==> config.mk <==
export PLATFORM = sky130hd
export DESIGN_NAME = coherent_memory_arbiter
export DESIGN_NICKNAME = d
export VERILOG_FILES = /design/src/rtl/coherent_memory_arbiter.sv
export SDC_FILE = /design/constraint.sdc
export NUM_CORES = 1
export LEC_CHECK = 0
export CAP_MARGIN = 20
export CORE_AREA = 4 4 155 157
export CTS_CLUSTER_DIAMETER = 200
export CTS_CLUSTER_SIZE = 28
export DETAILED_ROUTE_END_ITERATION = 6
export DIE_AREA = 0 0 159 161
export PLACE_DENSITY = 0.45
export SETUP_SLACK_MARGIN = 0.05
export SLEW_MARGIN = 40
export SYNTH_ARGS = -nofsm -noshare
export SYNTH_HDL_FRONTEND = slang
export SYNTH_SLANG_ARGS = --single-unit
export TNS_END_PERCENT = 1
==> constraint.sdc <==
create_clock -name CLK -period 5.45 [get_ports CLK]
set_clock_uncertainty 0.2 [all_clocks]
set_input_delay 1.09 -clock CLK [delete_from_list [all_inputs] [get_ports CLK]]
set_output_delay 1.09 -clock CLK [all_outputs]
set_load 0.02 [all_outputs]
==> src/rtl/coherent_memory_arbiter.sv <==
// Multi-core cache-port arbiter: data ports beat instruction ports, round-robin within
// each class, and every data access is preceded by a one-cycle snoop to the other cores.
module coherent_memory_arbiter #(
  parameter int CPUS = 2,
  parameter int AW   = 32,
  parameter int DW   = 32
) (
  input  logic                CLK,
  input  logic                nRST,
  input  logic [CPUS-1:0]     iREN,
  input  logic [CPUS*AW-1:0]  iaddr,
  output logic [CPUS-1:0]     iwait,
  output logic [DW-1:0]       iload,
  input  logic [CPUS-1:0]     dREN,
  input  logic [CPUS-1:0]     dWEN,
  input  logic [CPUS*AW-1:0]  daddr,
  input  logic [CPUS*DW-1:0]  dstore,
  input  logic [CPUS-1:0]     ccwrite,
  output logic [CPUS-1:0]     dwait,
  output logic [DW-1:0]       dload,
  output logic [CPUS-1:0]     ccwait,
  output logic [CPUS-1:0]     ccinv,
  output logic [AW-1:0]       ccsnoopaddr,
  output logic                ramREN,
  output logic                ramWEN,
  output logic [AW-1:0]       ramaddr,
  output logic [DW-1:0]       ramstore,
  input  logic [DW-1:0]       ramload,
  input  logic [1:0]          ramstate
);

  localparam int GW = (CPUS > 1) ? $clog2(CPUS) : 1;
  localparam logic [1:0] RAM_ACCESS = 2'd2;

  typedef enum logic [1:0] {
    IDLE  = 2'd0,
    SNOOP = 2'd1,
    DACC  = 2'd2,
    IACC  = 2'd3
  } state_t;

  state_t          state_r;
  logic [GW-1:0]   g_r;
  logic            op_wr_r;
  logic [GW-1:0]   dptr_r;
  logic [GW-1:0]   iptr_r;

  logic [CPUS-1:0] dreq_s;
  logic [GW-1:0]   dpick_s;
  logic [GW-1:0]   ipick_s;
  logic [AW-1:0]   gdaddr_s;
  logic [AW-1:0]   giaddr_s;
  logic [DW-1:0]   gdstore_s;
  logic            greq_live_s;
  logic            access_s;

  // First requester at or after ptr, searching cyclically.
  function automatic logic [GW-1:0] rr_pick(input logic [CPUS-1:0] req, input logic [GW-1:0] ptr);
    logic [GW-1:0] sel;
    logic          found;
    int            idx;
    sel   = ptr;
    found = 1'b0;
    for (int i = 0; i < CPUS; i++) begin
      idx = (int'(ptr) + i >= CPUS) ? (int'(ptr) + i - CPUS) : (int'(ptr) + i);
      if (!found && req[idx]) begin
        sel   = GW'(idx);
        found = 1'b1;
      end else begin
        sel   = sel;
      end
    end
    return sel;
  endfunction

  function automatic logic [GW-1:0] next_ptr(input logic [GW-1:0] g);
    return (int'(g) == CPUS - 1) ? {GW{1'b0}} : g + GW'(1);
  endfunction

  assign dreq_s    = dREN | dWEN;
  assign dpick_s   = rr_pick(dreq_s, dptr_r);
  assign ipick_s   = rr_pick(iREN, iptr_r);
  assign gdaddr_s  = daddr[int'(g_r)*AW +: AW];
  assign giaddr_s  = iaddr[int'(g_r)*AW +: AW];
  assign gdstore_s = dstore[int'(g_r)*DW +: DW];
  assign access_s  = (ramstate == RAM_ACCESS);

  // Is the granted request still being held by its core.
  always_comb begin
    greq_live_s = 1'b0;
    case (state_r)
      SNOOP, DACC: greq_live_s = op_wr_r ? dWEN[g_r] : dREN[g_r];
      IACC:        greq_live_s = iREN[g_r];
      default:     greq_live_s = 1'b0;
    endcase
  end

  // Arbitration FSM holding grantee, operation type and the two round-robin pointers.
  always_ff @(posedge CLK or negedge nRST) begin
    if (!nRST) begin
      state_r <= IDLE;
      g_r     <= {GW{1'b0}};
      op_wr_r <= 1'b0;
      dptr_r  <= {GW{1'b0}};
      iptr_r  <= {GW{1'b0}};
    end else begin
      case (state_r)
        IDLE: begin
          if (|dreq_s) begin
            g_r     <= dpick_s;
            op_wr_r <= dWEN[dpick_s];
            state_r <= SNOOP;
          end else if (|iREN) begin
            g_r     <= ipick_s;
            op_wr_r <= 1'b0;
            state_r <= IACC;
          end else begin
            state_r <= IDLE;
          end
        end
        SNOOP: begin
          if (!greq_live_s) begin
            state_r <= IDLE;
          end else begin
            state_r <= DACC;
          end
        end
        DACC: begin
          if (!greq_live_s) begin
            state_r <= IDLE;
          end else if (access_s) begin
            dptr_r  <= next_ptr(g_r);
            state_r <= IDLE;
          end else begin
            state_r <= DACC;
          end
        end
        IACC: begin
          if (!greq_live_s) begin
            state_r <= IDLE;
          end else if (access_s) begin
            iptr_r  <= next_ptr(g_r);
            state_r <= IDLE;
          end else begin
            state_r <= IACC;
          end
        end
        default: state_r <= IDLE;
      endcase
    end
  end

  // Cache-side strobes and the single RAM request, decoded from state and grantee.
  always_comb begin
    iwait       = {CPUS{1'b1}};
    dwait       = {CPUS{1'b1}};
    iload       = {DW{1'b0}};
    dload       = {DW{1'b0}};
    ccwait      = {CPUS{1'b0}};
    ccinv       = {CPUS{1'b0}};
    ccsnoopaddr = {AW{1'b0}};
    ramREN      = 1'b0;
    ramWEN      = 1'b0;
    ramaddr     = {AW{1'b0}};
    ramstore    = {DW{1'b0}};
    case (state_r)
      SNOOP: begin
        ccwait      = {CPUS{1'b1}};
        ccwait[g_r] = 1'b0;
        ccinv       = (ccwrite[g_r] | dWEN[g_r]) ? ccwait : {CPUS{1'b0}};
        ccsnoopaddr = gdaddr_s;
      end
      DACC: begin
        ramaddr  = gdaddr_s;
        ramREN   = dREN[g_r] & ~dWEN[g_r];
        ramWEN   = dWEN[g_r];
        ramstore = gdstore_s;
        if (greq_live_s && access_s) begin
          dwait[g_r] = 1'b0;
          dload      = ramload;
        end else begin
          dload      = {DW{1'b0}};
        end
      end
      IACC: begin
        ramaddr = giaddr_s;
        ramREN  = 1'b1;
        if (greq_live_s && access_s) begin
          iwait[g_r] = 1'b0;
          iload      = ramload;
        end else begin
          iload      = {DW{1'b0}};
        end
      end
      default: begin
        ramREN = 1'b0;
      end
    endcase
  end

endmodule

# Yosys cells after proc, flatten, opt, wreduce, memory -nomap -nowiden
# Index checks and enable logic that the tools add are counted.
[classes]
add_sub_neg = 7
n_lt_le_gt_ge = 11
n_eq_ne = 4
n_shift = 3
muxes = 63
bitwise = 5
n_reduce_logical = 14
[op_table]
columns = ["op", "count"]
rows = [
  ["$mux 32", 9],
  ["$shiftx 64x7->32", 3],
  ["$lt 32x3->1 const B", 4],
  ["$ge 32x3->1 const B", 2],
  ["$pmux 32 s2", 1],
  ["$sub 32x3->32 const B", 2],
  ["$mux 1", 36],
  ["$mux 2", 13],
  ["$pmux 2 s4", 1],
  ["$eq 2x2->1 const B", 3],
  ["$reduce_and 3->1", 2],
  ["$reduce_or 2->1", 3],
  ["$sub 1x2->3 const B", 2],
  ["$add 1x1->2 const B", 2],
  ["$ge 1x2->1 const B", 2],
  ["$logic_and 1x1->1", 4],
  ["$lt 1x2->1 const B", 2],
  ["$pmux 1 s2", 2],
  ["$eq 2x1->1 const B", 1],
  ["$logic_not 1->1", 2],
  ["$logic_not 2->1", 1],
  ["$not 2->2", 1],
  ["$or 2x2->2", 1],
  ["$reduce_and 2->1", 1],
  ["7 further kinds", 7],
]
[totals]
reg_bits = 6
inputBits = 236
out_inout_bits = 170
word_cells = 112

# Depth between registers and ports, before layout
[logic_depth]
ltp_word = 12
mapped_depth = 7
mapped_depth_nobuf = 6

# Least setup slack after synthesis
# OpenSTA, ideal clock, no wires.
[synth_timing]
path_type = "in2out"
from = "in iREN[0]"
to = "out dload[22]"
arrival_time_ns = 2.411
required_ns = 4.160
slack_ns = 1.749
path_stages = 5
path_buffers = 1
cell_sequence = "mux2_4 a222oi_1 nor2_1 clkbuf_1 and2_1"
[synth_between]
elab_chain_cells = 6
[synth_lines]
columns = ["item", "line_no", "rtl"]
rows = [
  ["from (decl)", "10", "input logic [CPUS-1:0] iREN,"],
  ["$mux 1 (implied by the code) (2 in a row)", "93", "IACC: greq_live_s = iREN[g_r];"],
  ["$pmux 1 s2", "91", "case (state_r)"],
  ["$logic_and 1x1->1", "178", "if (greq_live_s && access_s) begin"],
  ["$mux 32", "178", ""],
  ["$mux 32", "166", "case (state_r)"],
  ["to (decl)", "20", "output logic [DW-1:0] dload,"],
]
# No other way between the ends. The select of a mux whose other input is x is not followed.

# Worst setup path after layout
[layout_timing]
from = "in dWEN[0]"
to = "out iload[1]"
[layout_between]
elab_chain_cells = 7
[layout_lines]
columns = ["item", "line_no", "rtl"]
rows = [
  ["from (decl)", "15", "input logic [CPUS-1:0] dWEN,"],
  ["$mux 1 (implied by the code) (2 in a row)", "92", "SNOOP, DACC: greq_live_s = op_wr_r ? dWEN[g_r] : dREN[g_r];"],
  ["$mux 1", "92", ""],
  ["$pmux 1 s2", "91", ""],
  ["$logic_and 1x1->1", "188", "if (greq_live_s && access_s) begin"],
  ["$mux 32", "188", ""],
  ["$mux 32", "166", ""],
  ["to (decl)", "13", "output logic [DW-1:0] iload,"],
]
# No other way between the ends. The select of a mux whose other input is x is not followed.

==> summary.log <==
[detailed_routing] number of nets with antenna violations after detailed routing 0
[die] number of rows created at floorplan 55
[place] worst slack, placed 0.607 ns
[power_and_ir_drop] largest vdd supply drop 203 uV
[logic_synthesis] cell area after synthesis 2700 um2
[place] DP HPWL 15600 um
[logic_synthesis] Net Count, Synth 611
[logic_synthesis] cell taking the most area after synthesis mux2_2
[logic_synthesis] sequential share of the synthesized area 5.55%
[finish] area growth from synthesis to final layout 164%
[timing] max-slew violation count 0
[die] initial standard-cell utilization of the core 12.0%
[clocking] register clock-pin slew on the reported worst setup and hold paths 0.03 ns
[power_and_ir_drop] areal power density over the cells 301 nW/um2
[die] Core Region 22500 um2
[clocking] total CTS buffers 3
[global_route] first-pass GRT wire length 26900 um
[detailed_routing] number of optimization iterations in the first detailed-route pass 4
[finish] count of nets after finishing 998
[timing] final count of negative-setup-slack endpoints 0
[power_and_ir_drop] sequential share of power 6.2%
[critical_path] largest stage delay on the critical path 0.61 ns
[clocking] clk_lat worst skew 0.23 ns
[critical_path] critical path buffer and inverter count 4
[detailed_routing] number of violations reported at the end of detailed-routing iteration 0 156
[power_and_ir_drop] Int Power 1130 uW
[place] number of port buffers 405
[global_route] vias in the first global route 4587
[clocking] post-CTS setup buffers 0
[clocking] TritonCTS clock tree yes
[die] IO Count 406
[clocking] clock root buffer clkbuf_16
[logic_synthesis] share of the synthesized area in the top cell type 21.7%
[finish] most common cell after layout, fill and taps aside clkdlybuf4s50_1
[detailed_routing] Total Wirelength 18200 um
[detailed_routing] DRC viols 0
[critical_path] largest fanout of any net on the critical path 28
[timing] worst setup margin 0.635 ns
[logic_synthesis] post-synthesis sequential element count 6
[critical_path] largest delay contributor family on the critical path buffers and inverters
[finish] non-filler cells, final 1041
[critical_path] crit end category output port
[logic_synthesis] ranking of synthesized cells by area mux2_2 (22%), and2_1 (19%), mux2i_1 (17%)
[critical_path] data arrival time at the worst-slack endpoint 3.53 ns
[critical_path] Startpoint Class input pin
[timing] Min Clock Period, post-route 4.82 ns
[critical_path] kind of critical path in -> out
[power_and_ir_drop] switching share of total power 47.3%
[place] routability-driven placement congestion ratio 0.823
[logic_synthesis] synthesized netlist cell count 370
[critical_path] endpoint required time on the critical path 4.16 ns
[detailed_routing] via density per instance 3.99
[job] # Max-Cap Violations 0
[logic_synthesis] Yosys Warn Count 0
[power_and_ir_drop] Static Leak 0.00260 uW
[clocking] post-cts resize count 0
[finish] commonest non-fill, non-tap cells in the layout clkdlybuf4s50_1 (405), and2_1 (84), mux2_2 (52)
[die] chip width 159 um
[logic_synthesis] average footprint of a synthesized cell 7.31 um2
[clocking] Clock Path Buffers 2
[detailed_routing] via count of the routed design 4152
[timing] worst-margin pin slew 0.800 ns
[worst_hold_path] kind of path behind the tightest hold check reg -> reg
[timing] RSZ-0062 raised after global routing no
[logic_synthesis] number of different library cells in the post-synthesis netlist 31
[power_and_ir_drop] clock network power share 5.9%
[clocking] number of levels the H-tree was split into 1
[finish] layout cells sized above 1 8.73%
[power_and_ir_drop] net switching component of the power 1020 uW
[die] die span in y 161 um
[timing] slew margin rel. 46.7%
[die] full die area 25600 um2
[critical_path] Cell Chain, Critical Path clkdlybuf4s50_1 > mux2_2 > a222oi_1 > buf_4 > nor2_1 > buf_4 > and2_1 > clkdlybuf4s50_1
[clocking] total number of clock tree sinks 6
[place] placed insts 1037
[timing] share of the clock period used by the worst path 88.4%
[critical_path] library cell contributing the largest single delay on the critical path clkdlybuf4s50_1
[timing] final number of hold-violating endpoints 0
[global_route] antenna violations before repair 0
[clocking] CTS Hold Bufs 0
[outcome] outcome finished, final reports clean
[global_route] aggregate global routing overflow 0
[timing] Worst Hold Slack 0.329 ns
[finish] ANT cells 0
[power_and_ir_drop] overall power consumption 2150 uW
[timing] highest attainable clock frequency 0.208 GHz
[global_route] maximum number of pins on one net before global-route repair 74
[detailed_routing] average wire per standard cell 17.5 um
[global_route] global routing usage summed across all routing layers 13.2%
[timing] Total Negative Setup Slacks 0 ns
[power_and_ir_drop] combinational cell fraction of total power 88.0%
area by class of cell:
cell class	count	area [um2]
clock buffer	4	78.8
fill	2338	15400
inverter	6	22.5
multi-input combinational	326	2400
sequential	6	154
tap	285	357
timing repair buffer	414	4130
path summary, 6_finish.rpt:
path	start	endpoint	slack, ns	cells after the start
min in group asynchronous	nRST	state_r[0]	0.90	1
setup reg to reg	g_r	iptr_r	3.05	6
hold / removal	iptr_r	iptr_r	0.33	2
max in group asynchronous	nRST	g_r	3.91	1
setup / recovery	dWEN[0]	iload[1]	0.63	8
hold reg to reg	iptr_r	iptr_r	0.33	2
power by group through the flow:
stage | combinational, uW | sequential (uW) | clock (uW)
2_1_floorplan | 1100 | 70.7 | 0
3_3_place_gp | 1930 | 131 | 0
3_5_place_dp | 1920 | 135 | 0
4_1_cts | 1930 | 135 | 127
5_1_grt | 2010 | 142 | 129
6_report | 1890 | 132 | 126
state kept, by name, summed over array words and instances, names as in the netlist:
register,count
g_r,1
op_wr_r,1
state_r,2
dptr_r,1
iptr_r,1
routing by layer:
metal  global-route usage [%]  routed length, um  up-vias
met4                     2.60                270        0
met3                     5.26               1910       15
met2                     26.4               9820      244
li1                         -                  -     2037
met1                     12.6               6210     1856
met5                        0                  0        -
kinds of logic after synthesis:
group,synth area share (%)
AOI/OAI and AO/OA,12.8
buffers and inverters,5.69
DFF,5.55
muxes,39.2
adders and majority gates,2.31
and+or+nand+nor,34.4
through the flow:
step	area (um2)	utilization, %
after CTS	7140	31.7
after global placement	7050	31.3
final	7140	31.7
after global routing	7140	31.7
after detailed placement	7060	31.4
after floorplan	2700	-
cells in the mapped netlist:
| master | count |
|---|---|
| and2_1 | 84 |
| mux2_2 | 52 |
| mux2i_1 | 46 |
| nor2_1 | 40 |
| nand2_1 | 25 |
| clkbuf_1 | 21 |
| a22o_1 | 18 |
| o21ai_0 | 18 |
| nor2b_1 | 17 |
| buf_2 | 9 |
| dfrtp_1 | 6 |
| inv_1 | 6 |
| ha_1 | 5 |
| a32o_1 | 2 |
| buf_1 | 2 |
| o21a_1 | 2 |
| o2bb2ai_1 | 2 |
| or3_1 | 2 |
| a21boi_0 | 1 |
| a21oi_1 | 1 |
| a222oi_1 | 1 |
| a22oi_1 | 1 |
| a32oi_1 | 1 |
| and3b_1 | 1 |
| mux2_4 | 1 |
| nand2b_1 | 1 |
| nand3_1 | 1 |
| nand3b_1 | 1 |
| nor3b_1 | 1 |
| nor4_1 | 1 |
| o21bai_1 | 1 |
worst reg2reg max path, delay by kind of cell (launching register included):
kind	cells	cell delay, ns
buf+inv	2	0.40
flops	1	0.77
simple gates	1	0.10
mux	1	0.42
compound gates	2	0.43
No activity file was read; power rests on OpenSTA's default activity.
==> RTL change 1, RTL diff (same settings) <==
Re-encode `state_t` (4 states) as Gray code, 2 bits wide.
--- a/src/rtl/coherent_memory_arbiter.sv
+++ b/src/rtl/coherent_memory_arbiter.sv
@@ -33,10 +33,10 @@
   localparam logic [1:0] RAM_ACCESS = 2'd2;
 
   typedef enum logic [1:0] {
-    IDLE  = 2'd0,
-    SNOOP = 2'd1,
-    DACC  = 2'd2,
-    IACC  = 2'd3
+    IDLE  = 2'b00,
+    SNOOP = 2'b01,
+    DACC  = 2'b11,
+    IACC  = 2'b10
   } state_t;
 
   state_t          state_r;
Function: same outputs for any inputs over 4 cycles, from zero or initial values and one cycle with nRST low; so few cycles prove little.
==> RTL change 1 against the original RTL <==
  * Area after synthesis is 3.4% higher
  * Clock power decreased by 5%
  * Cell area grew 0.14%
  * Non-clock buffer count is 3 lower
  * Critical path depth is 2 lower
  * Sequential share of layout area about the same
  * Count of clock-buffer cells in the layout down 1
  * Worst setup slack improved by 0.13 ns
  * Wire length is 1.2% lower
  * Total power up 6.7%
  * Sequential cell count unchanged
==> RTL change 1: results (changes against the original RTL) <==
clockBufferDepth: 2  # unchanged
synthFlopType: "dfrtp_1"
r2r_start: "state_r[1]"
layout.nets: 1024  # +2.6%
fill_cells: 2434  # +4.1%
met3_usage: 0.0342  # -0.0184
routedWlPerCell_um: 16.8  # -3.9%
vias: 4233  # +2.0%
reg2reg_slack_ns: 3.38  # +0.33 ns
critPathMaxStageDelay_ns: 0.60
yosys-top-cells-count: "89 x mux2i_1, 70 x nor2_1, 61 x and2_1, 57 x nand2_1, 24 x and3_1"
grt_max_degree: 63  # -15%
hold_end: "iptr_r"
regMostFlops: "state_r"
grt_pass1_wl_mm: 26.2  # -2.8%
dp_hpwl_mm: 14.9  # -4.4%
r2r_end: "dptr_r"
grt_pass1_vias: 4332  # -5.6%
seq_area_frac_synth: 0.0537  # -0.00184
post_cts_resize_count: 0  # unchanged
ys_top_cells_by_area: "mux2i_1 32%, and2_1 14%, nor2_1 9.4%"
numCtsBuffers: 3  # unchanged
insertion_delay_ns: 0.23  # about the same
portBuffers: 405  # unchanged
antenna_cells: 0  # unchanged
layout-drive-gt1-share: 0.0471  # -0.0402
largest_reg_flops: 2  # unchanged
h-tree-depth: 1  # unchanged
ys_types: 40  # +29%
post_cts_buffers: 0  # unchanged
status: "completed"
antenna_found_initial: 0  # unchanged
cp_max_fo: 32  # +14%
first_iter_violations: 102  # -35%
grtUsageMet1: 0.137  # +0.0108
crit_arrival_ns: 3.39  # -0.14 ns
holdPathStages: 2  # unchanged
post-route-drc-count: 0  # unchanged
synth_nets: 644  # +5.4%
clk_pin_slew_ns: 0.03  # about the same
rr_worst_depth: 4  # -2
gr-usage-all-layers: 0.128  # -0.00343
hp-start: "iptr_r"
power.leakage_uw: 0.00286  # +10%
hold_class: "flop to flop"
postSynth.asyncResetShare: 1.00  # unchanged
met2_usage: 0.256  # -0.00816
cp_slowest_cell: "clkdlybuf4s50_1"
ys_warn_count: 0  # unchanged
ir_worst_vdd_uv: 173  # -15%
relSlewSlack: 0.513  # +0.0461
gp_routability_congestion: 0.752  # -8.7%
drt_pass1_iterations: 4  # unchanged
ctsRootBufferMaster: "clkbuf_16"
[RTL change 1: worst max-delay path by stage]
stage | from | endpoint | slack [ns] | cells after the start
floorplan | dREN[1] | dload[21] | 2.15 | 5
global placement | ramstate[1] | dload[27] | 0.74 | 6
detailed placement | ramstate[1] | dload[26] | 0.70 | 6
CTS | ramstate[1] | dload[26] | 0.68 | 6
global route | ramstate[1] | dload[12] | 0.55 | 6
finish | ramstate[1] | dload[26] | 0.77 | 6
[RTL change 1: logic make-up after synthesis]
family	after synthesis	share of synthesized area
simple gates	233	0.418
compound gates	30	0.0864
buf+inv	39	0.0774
flops	6	0.0537
mux	100	0.364
[RTL change 1: per-stage QoR]
step | setup slack, ns | utilization | hold WS (ns) | cell area (um^2) | instances
after global routing | 0.548 | 0.318 | 0.353 | 7150 | 1071
after detailed placement | 0.697 | 0.314 | 0.326 | 7070 | 1068
final | 0.767 | 0.318 | 0.330 | 7150 | 1071
after CTS | 0.681 | 0.318 | 0.336 | 7150 | 1071
after global placement | 0.736 | 0.314 | 0.319 | 7070 | 1068
after floorplan | 2.15 | - | 0.294 | 2800 | 408
[RTL change 1: metal layers]
layer	wire length, um	share of wire
met5	0	0
met4	150	0.0083
met3	1450	0.081
met2	9680	0.54
met1	6720	0.37
[RTL change 1: report_power, final]
group	switching, uW	leakage, uW	internal (uW)	total (uW)
Sequential	131	0.0000709	67.1	199
Combinational	1010	0.00275	968	1970
Clock	26.2	0.0000370	94.3	120
[RTL change 1: cell type report]
type                            count  share of cell area
Multi-Input combinational cell    363               0.341
Timing Repair Buffer              411               0.575
Tap cell                          285              0.0499
Inverter                            3             0.00158
Clock buffer                        3              0.0105
Sequential cell                     6              0.0217
[RTL change 1: worst max-delay path: cells and delay by family]
| family | cells | cell delay, ns |
|---|---|---|
| buffers and inverters | 2 | 1.09 |
| and+or+nand+nor | 4 | 1.20 |
==> RTL change 2, RTL diff (config.mk and constraints unchanged) <==
Without the edit above. The parameter `DW` goes from 32 to 16.
--- a/src/rtl/coherent_memory_arbiter.sv
+++ b/src/rtl/coherent_memory_arbiter.sv
@@ -3,7 +3,7 @@
 module coherent_memory_arbiter #(
   parameter int CPUS = 2,
   parameter int AW   = 32,
-  parameter int DW   = 32
+  parameter int DW   = 16
 ) (
   input  logic                CLK,
   input  logic                nRST,
Interface: changed (5 resized); port bits go from 406 to 310. The function was not compared with the original's and may differ.
==> RTL change 2 against the original RTL <==
  * Count of clock-buffer cells in the layout unchanged
  * Wire length down 21%
  * Worst setup slack worse by 0.17 ns
  * Cell area shrank 20%
  * Total power fell by 9.5%
  * Critical path depth fell by 2
  * Sequential cell count is the same
  * Area after synthesis fell by 16%
  * Sequential share of layout area is 0.52 points higher
  * Critical path type unchanged
  * Largest cell class unchanged
==> RTL change 2: results (changes against the original RTL) <==
status: "completed"
fin_crit_sh: 0.914  # +0.0308
layout-drive-gt1-share: 0.113  # +0.0257
place_area_um2: 5660  # -20%
drt-total-wl_mm: 14.3  # -21%
gr-usage-all-layers: 0.105  # -0.0266
crit_path_end: "dload[13]"
met3_usage: 0.0329  # -0.0196
relSlewSlack: 0.487  # +0.0203
seq_area_frac_synth: 0.0659  # +0.0104
rr_worst_depth: 4  # -2
synth_nets: 491  # -20%
cp_max_fo: 17  # -39%
wl_met3_mm: 1.36  # -29%
dp_hpwl_mm: 12.0  # -23%
post-place-ws_ns: 0.457  # -0.150 ns
ir_worst_vdd_uv: 196  # -3.1%
grtUsageMet1: 0.119  # -0.00712
cp_slowest_cell: "a222oi_1"
met2_length_mm: 7.25  # -26%
crit_arrival_ns: 3.69  # +0.16 ns
reg2reg_slack_ns: 2.71  # -0.34 ns
met2_usage: 0.198  # -0.0661
grt_pass1_wl_mm: 21.5  # -20%
ys_top_cells_by_area: "mux2_2 25%, and2_1 14%, mux2i_1 13%"
ys_types: 35  # +13%
grt_pass1_vias: 3732  # -19%
dpl.cell_count: 874  # -16%
wl_met1_mm: 5.67  # -8.8%
postSynthCellCount: 298  # -19%
RTL change 2: cell types whose count changed after synthesis, sizes merged:
cell and delta:
and2 -32, mux2i -16, buf -4, clkbuf -4, nor2 -16
RTL change 2: logic make-up (layout without fill, tap and decap cells):
logic type,Yosys count,count (layout),share of synthesized area
muxes,83,83,0.396
AOI/OAI and AO/OA,48,48,0.155
buffers and inverters,30,325,0.0599
adders and majority gates,5,5,0.0275
and+or+nand+nor,126,126,0.296
DFF,6,6,0.0659
RTL change 2: area by class of cell:
class,count,area share
tap,285,0.0621
clock buffer,4,0.0137
timing repair buffer,315,0.546
sequential,6,0.0268
inverter,6,0.00392
multi-input combinational,262,0.347
RTL change 2: worst reg2reg max path, stage by stage (launching register included):
cell and delay [ns]:
dfrtp_4 0.83, mux2_2 0.44, a222oi_1 0.72, nor2_2 0.29, o2bb2ai_2 0.20
